**src/rtl/mod_mult_pipe.sv**
```systemverilog
// mod_mult_pipe: 3-stage pipelined Barrett modular multiplier, (a*b) mod Q.
// Ports: clk, rst_n (async, active-low); in_valid/in_ready/a/b/in_tag in;
//   out_valid/out_ready/result/out_tag out; busy = any stage holds a beat.
// Option: define MOD_MULT_RANGE_CHECK_EN to add range_err (a or b >= Q).
module mod_mult_pipe #(
    parameter int          WIDTH = 32,
    parameter int unsigned Q     = 3329,
    parameter int          TAG_W = 8
) (
    input  logic             clk,
    input  logic             rst_n,
    input  logic             in_valid,
    output logic             in_ready,
    input  logic [WIDTH-1:0] a,
    input  logic [WIDTH-1:0] b,
    input  logic [TAG_W-1:0] in_tag,
    output logic             out_valid,
    input  logic             out_ready,
    output logic [WIDTH-1:0] result,
    output logic [TAG_W-1:0] out_tag,
`ifdef MOD_MULT_RANGE_CHECK_EN
    output logic             range_err,
`endif
    output logic             busy
);

    localparam int K   = $clog2(Q);
    localparam int PW  = 2 * WIDTH;
    localparam int MW  = K + 1;
    localparam int XW  = PW + MW;
    localparam int W2K = 2 * K + 1;

    // MU = floor(2^(2K) / Q); always < 2^(K+1) because Q > 2^(K-1).
    localparam logic [W2K-1:0] POW2K   = {1'b1, {(2 * K){1'b0}}};
    localparam logic [W2K-1:0] MU_FULL = POW2K / W2K'(Q);
    localparam logic [MW-1:0]  MU      = MW'(MU_FULL);
    localparam logic [PW-1:0]  QP      = PW'(Q);
    localparam logic [WIDTH-1:0] QV    = WIDTH'(Q);

    logic             en;
    logic [PW-1:0]    prod;
    logic [XW-1:0]    pm;
    logic [PW-1:0]    qh;
    logic [PW-1:0]    r0, r1, r2;
    logic [WIDTH-1:0] res_next;

    logic             s1_v, s2_v;
    logic [PW-1:0]    s1_p, s2_p, s2_qh;
    logic [TAG_W-1:0] s1_tag, s2_tag;

    // Whole pipe moves as one; a stalled output freezes every stage.
    assign en       = !out_valid || out_ready;
    assign in_ready = en;
    assign busy     = s1_v || s2_v || out_valid;

    assign prod = PW'(a) * PW'(b);
    assign pm   = XW'(s1_p) * XW'(MU);
    assign qh   = PW'(pm >> (2 * K));

    // qhat never exceeds p/Q, so r0 cannot underflow; it is < 3Q here.
    assign r0 = s2_p - s2_qh * QP;
    assign r1 = (r0 >= QP) ? r0 - QP : r0;
    assign r2 = (r1 >= QP) ? r1 - QP : r1;

`ifdef MOD_MULT_RANGE_CHECK_EN
    logic in_err, s1_err, s2_err;

    assign in_err   = (a >= QV) || (b >= QV);
    assign res_next = s2_err ? '0 : WIDTH'(r2);

    always_ff @(posedge clk or negedge rst_n) begin
        if (!rst_n) begin
            s1_err    <= 1'b0;
            s2_err    <= 1'b0;
            range_err <= 1'b0;
        end else if (en) begin
            s1_err    <= in_err;
            s2_err    <= s1_err;
            range_err <= s2_err;
        end
    end
`else
    assign res_next = WIDTH'(r2);
`endif

    always_ff @(posedge clk or negedge rst_n) begin
        if (!rst_n) begin
            s1_v      <= 1'b0;
            s1_p      <= '0;
            s1_tag    <= '0;
            s2_v      <= 1'b0;
            s2_p      <= '0;
            s2_qh     <= '0;
            s2_tag    <= '0;
            out_valid <= 1'b0;
            result    <= '0;
            out_tag   <= '0;
        end else if (en) begin
            s1_v      <= in_valid;
            s1_p      <= prod;
            s1_tag    <= in_tag;
            s2_v      <= s1_v;
            s2_p      <= s1_p;
            s2_qh     <= qh;
            s2_tag    <= s1_tag;
            out_valid <= s2_v;
            result    <= res_next;
            out_tag   <= s2_tag;
        end
    end

endmodule

```
**config.mk**
```make
export PLATFORM = sky130hd
export DESIGN_NAME = mod_mult_pipe
export DESIGN_NICKNAME = d
export VERILOG_FILES = /design/src/rtl/mod_mult_pipe.sv
export SDC_FILE = /design/constraint.sdc
export NUM_CORES = 2
export LEC_CHECK = 0
export BUFFER_PORTS_ARGS = -buffer_cell sky130_fd_sc_hd__buf_2
export CAP_MARGIN = 20
export CORE_ASPECT_RATIO = 0.5
export CORE_MARGIN = 2
export CORE_UTILIZATION = 30
export CTS_CLUSTER_DIAMETER = 100
export CTS_CLUSTER_SIZE = 14
export DETAILED_ROUTE_END_ITERATION = 8
export GPL_ROUTABILITY_DRIVEN = 1
export MAX_ROUTING_LAYER = met4
export SYNTH_ARGS = -nofsm -noshare
export SYNTH_HDL_FRONTEND = slang
export SYNTH_SLANG_ARGS = --single-unit
```
**constraint.sdc**
```tcl
create_clock -name clk -period 9.15 [get_ports clk]
set_clock_uncertainty 0.15 [all_clocks]
set_input_delay 0.4575 -clock clk [delete_from_list [all_inputs] [get_ports clk]]
set_output_delay 0.4575 -clock clk [all_outputs]
set_load 0.02 [all_outputs]
```
==> flow_summary.toml <==
[die]
die_area_mm2 = 0.2352
io_pins = 119
core_area_mm2 = 0.2292
start_util_pct = 30.26
die_y_um = 343.9
row_count = 124
die_x_um = 683.9

[critical_path]
worstPathArrival_ns = 9.08
path_buf_inv = 4
crit_required_ns = 9.49
worstPathMaxFanout = 21
critPathSlowestCell = "nor4b_1"
crit_type = "flip-flop to flip-flop"
reg2regPathDepth = 26
ff2ff_setup_slack_ns = 0.41
cp_num_cells = 26
cp_slowest_stage_delay_ns = 0.58
startpoint_type = "flip-flop"
end_kind = "flip-flop"
crit_family = "adder cells"

[global_routing]
grt_max_degree = 202
grt_antenna_before_repair = 9
overflow = 0
grt_usage_pct = 15.89
grt_pass1_wl_um = 294400
grt_pass1_vias = 53720

[sta]
max_freq_ghz = 0.1144
fin_tns_setup_ns = 0
finalCriticalPeriod_ns = 8.738
final-hold-violation-count = 0
max_slew_margin_pct = 40.47
hold_slack_ns = 0.2844
tightest_slew_ns = 0.8836
period_share_pct = 95.50
drv_slew = 0
rsz0062_at_grt = "no"
setup_viol = 0

[logic_synthesis]
yosysMostFrequentCell = "inv_1"
synth_largest_area_cell = "fa_1"
synth_area_mm2 = 0.06933
ys_warn_count = 0
synth.area.top_cells = "fa_1 41%, ha_1 14%, inv_1 9.6%, dfrtp_1 8.7%, nand2_1 6.4%"
ys.flop_type = "dfrtp_1"
synth_edf_count = 0
synth_commonest_cells = "1775 x inv_1, 1412 x fa_1, 1179 x nand2_1"
ys_seq_area_share_pct = 8.662
syn_inst = 7732
synthArstFlopShare_pct = 100.0
synth-seq-cells = 240
syn-num-nets = 10010
syn_area_per_cell_um2 = 8.967
ys_types = 102
synth_top_area_share_pct = 40.77

[clock_network]
clk_path_buf_depth = 3
cts-root-buf = "clkbuf_16"
post_cts_buffers = 0
clk_pin_slew_ns = 0.07
cts_tree = "yes"
insertion_delay_ns = 0.58
htree_levels = 1
cts_sinks = 240
cts_buffers = 23

[drt]
drt.antenna.violating_nets = 0
drtIter0Drc = 2900
routed_wl_um = 179700
wl_per_cell_um = 16.48
route.detailed.drc = 0
drtPass1Iterations = 7
num_vias = 50560
via_per_inst = 4.637

[finish]
finalNetCount = 10080
syn2layout_area_growth_pct = 8.577
drive_gt1_share_pct = 5.879
final_area_mm2 = 0.07528

[run]
cap_violations = 0

[placed_design]
place_congestion = 0.9155
post_dp_cell_area_mm2 = 0.07445
port-buffer-count = 118
dp_hpwl_um = 155300

[min_path]
min_path_type = "input port to async pin"

[run_status]
status = "finished, final reports clean"
worst register-to-register path, stage by stage, from the launching register on:
cell,delay (ns)
dfrtp_1,0.47
ha_1,0.35
fa_1,0.44
ha_1,0.32
fa_1,0.48
inv_1,0.05
fa_1,0.43
ha_1,0.43
and3_1,0.29
o31ai_1,0.55
a211oi_4,0.12
buf_4,0.19
or4_1,0.49
a21o_1,0.19
a221oi_2,0.37
o211a_1,0.36
nand4_1,0.21
buf_4,0.25
o31ai_1,0.35
o211ai_1,0.17
nor4b_1,0.58
nand4_1,0.25
nor4_4,0.33
buf_12,0.22
nand2_4,0.08
mux2_4,0.37
a21oi_2,0.14
timing repair:
action | in CTS | in global routing
endpoints found under the setup margin | 0 | 31
hold endpoints to repair | 81 | 0
hold buffers | 10 | 0
gates resized for setup | 0 | 16
layout make-up:
type / count / area, µm²
multi-input cells: 5408 / 55520
diodes: 7 / 17.52
clock inverters: 6 / 62.56
flip-flops and latches: 240 / 6007
fillers: 23790 / 153900
clock buffers: 25 / 593.1
repair buffers: 353 / 2540
well taps: 3087 / 3862
inverters: 1776 / 6674
worst paths after layout:
kind                                 from          to
worst max-delay path             s2_qh[2]   result[1]
worst min-delay path                rst_n    s1_p[57]
worst max register to register   s2_qh[2]   result[1]
worst min register to register  s1_tag[1]   s2_tag[1]
max in group asynchronous           rst_n  result[30]
min in group clk                out_ready   s2_tag[1]
cells in the final DEF, fill, tap and decap left out, types with 25 or more instances in the layout:
cell type / Yosys / layout
inv_1: 1775 / 1775
fa_1: 1412 / 1412
nand2_1: 1179 / 1179
ha_1: 789 / 784
a21oi_1: 282 / 280
and2_1: 274 / 274
nor2_1: 240 / 240
dfrtp_1: 240 / 239
o21ai_0: 214 / 213
buf_4: 2 / 213
buf_2: 26 / 117
xnor2_1: 110 / 110
a21o_1: 105 / 105
xor2_1: 85 / 85
nand3_1: 68 / 68
nor3_1: 55 / 54
nand4_1: 43 / 43
o31ai_1: 41 / 41
and3_1: 34 / 34
nand2b_1: 34 / 34
a31oi_1: 31 / 29
o21a_1: 27 / 27
nor2b_1: 28 / 27
or3_1: 25 / 25
routing by layer:
layer	track usage [%]	wire (µm)
met5	-	0
met3	1.450	8036
met1	21.70	84860
met2	25.76	82820
met4	3.515	3959
cells by family (layout without fill, tap and decap cells):
logic type | after synthesis | in the layout | synth area share [%]
AOI/OAI and AO/OA | 934 | 934 | 8.756
xor gates and xnor gates | 195 | 195 | 2.463
adders and majority gates | 2201 | 2201 | 55.01
buffers and inverters | 2084 | 2160 | 11.35
DFF | 240 | 240 | 8.662
muxes | 13 | 13 | 0.2075
other | 0 | 7 | 0
and+or+nand+nor | 2065 | 2065 | 13.55
metrics by stage:
| stage | util [%] | std cells | setup WS [ns] |
|---|---|---|---|
| floorplan | - | 7732 | 0.4616 |
| global route | 32.85 | 10900 | 0.002808 |
| CTS | 32.82 | 10900 | 0.2244 |
| finish | 32.85 | 10900 | 0.4116 |
| global placement | 32.49 | 10850 | -0.1186 |
| detailed placement | 32.49 | 10850 | -0.2307 |
flip-flops by register name, indices dropped and copies added (netlist names):
signal	flops
out_tag	8
out_valid	1
result	32
s1_p	64
s1_tag	8
s1_v	1
s2_p	64
s2_qh	53
s2_tag	8
s2_v	1
Power is not shown: default switching activity piles up to over one toggle a cycle in this logic, so the estimate is an artifact.
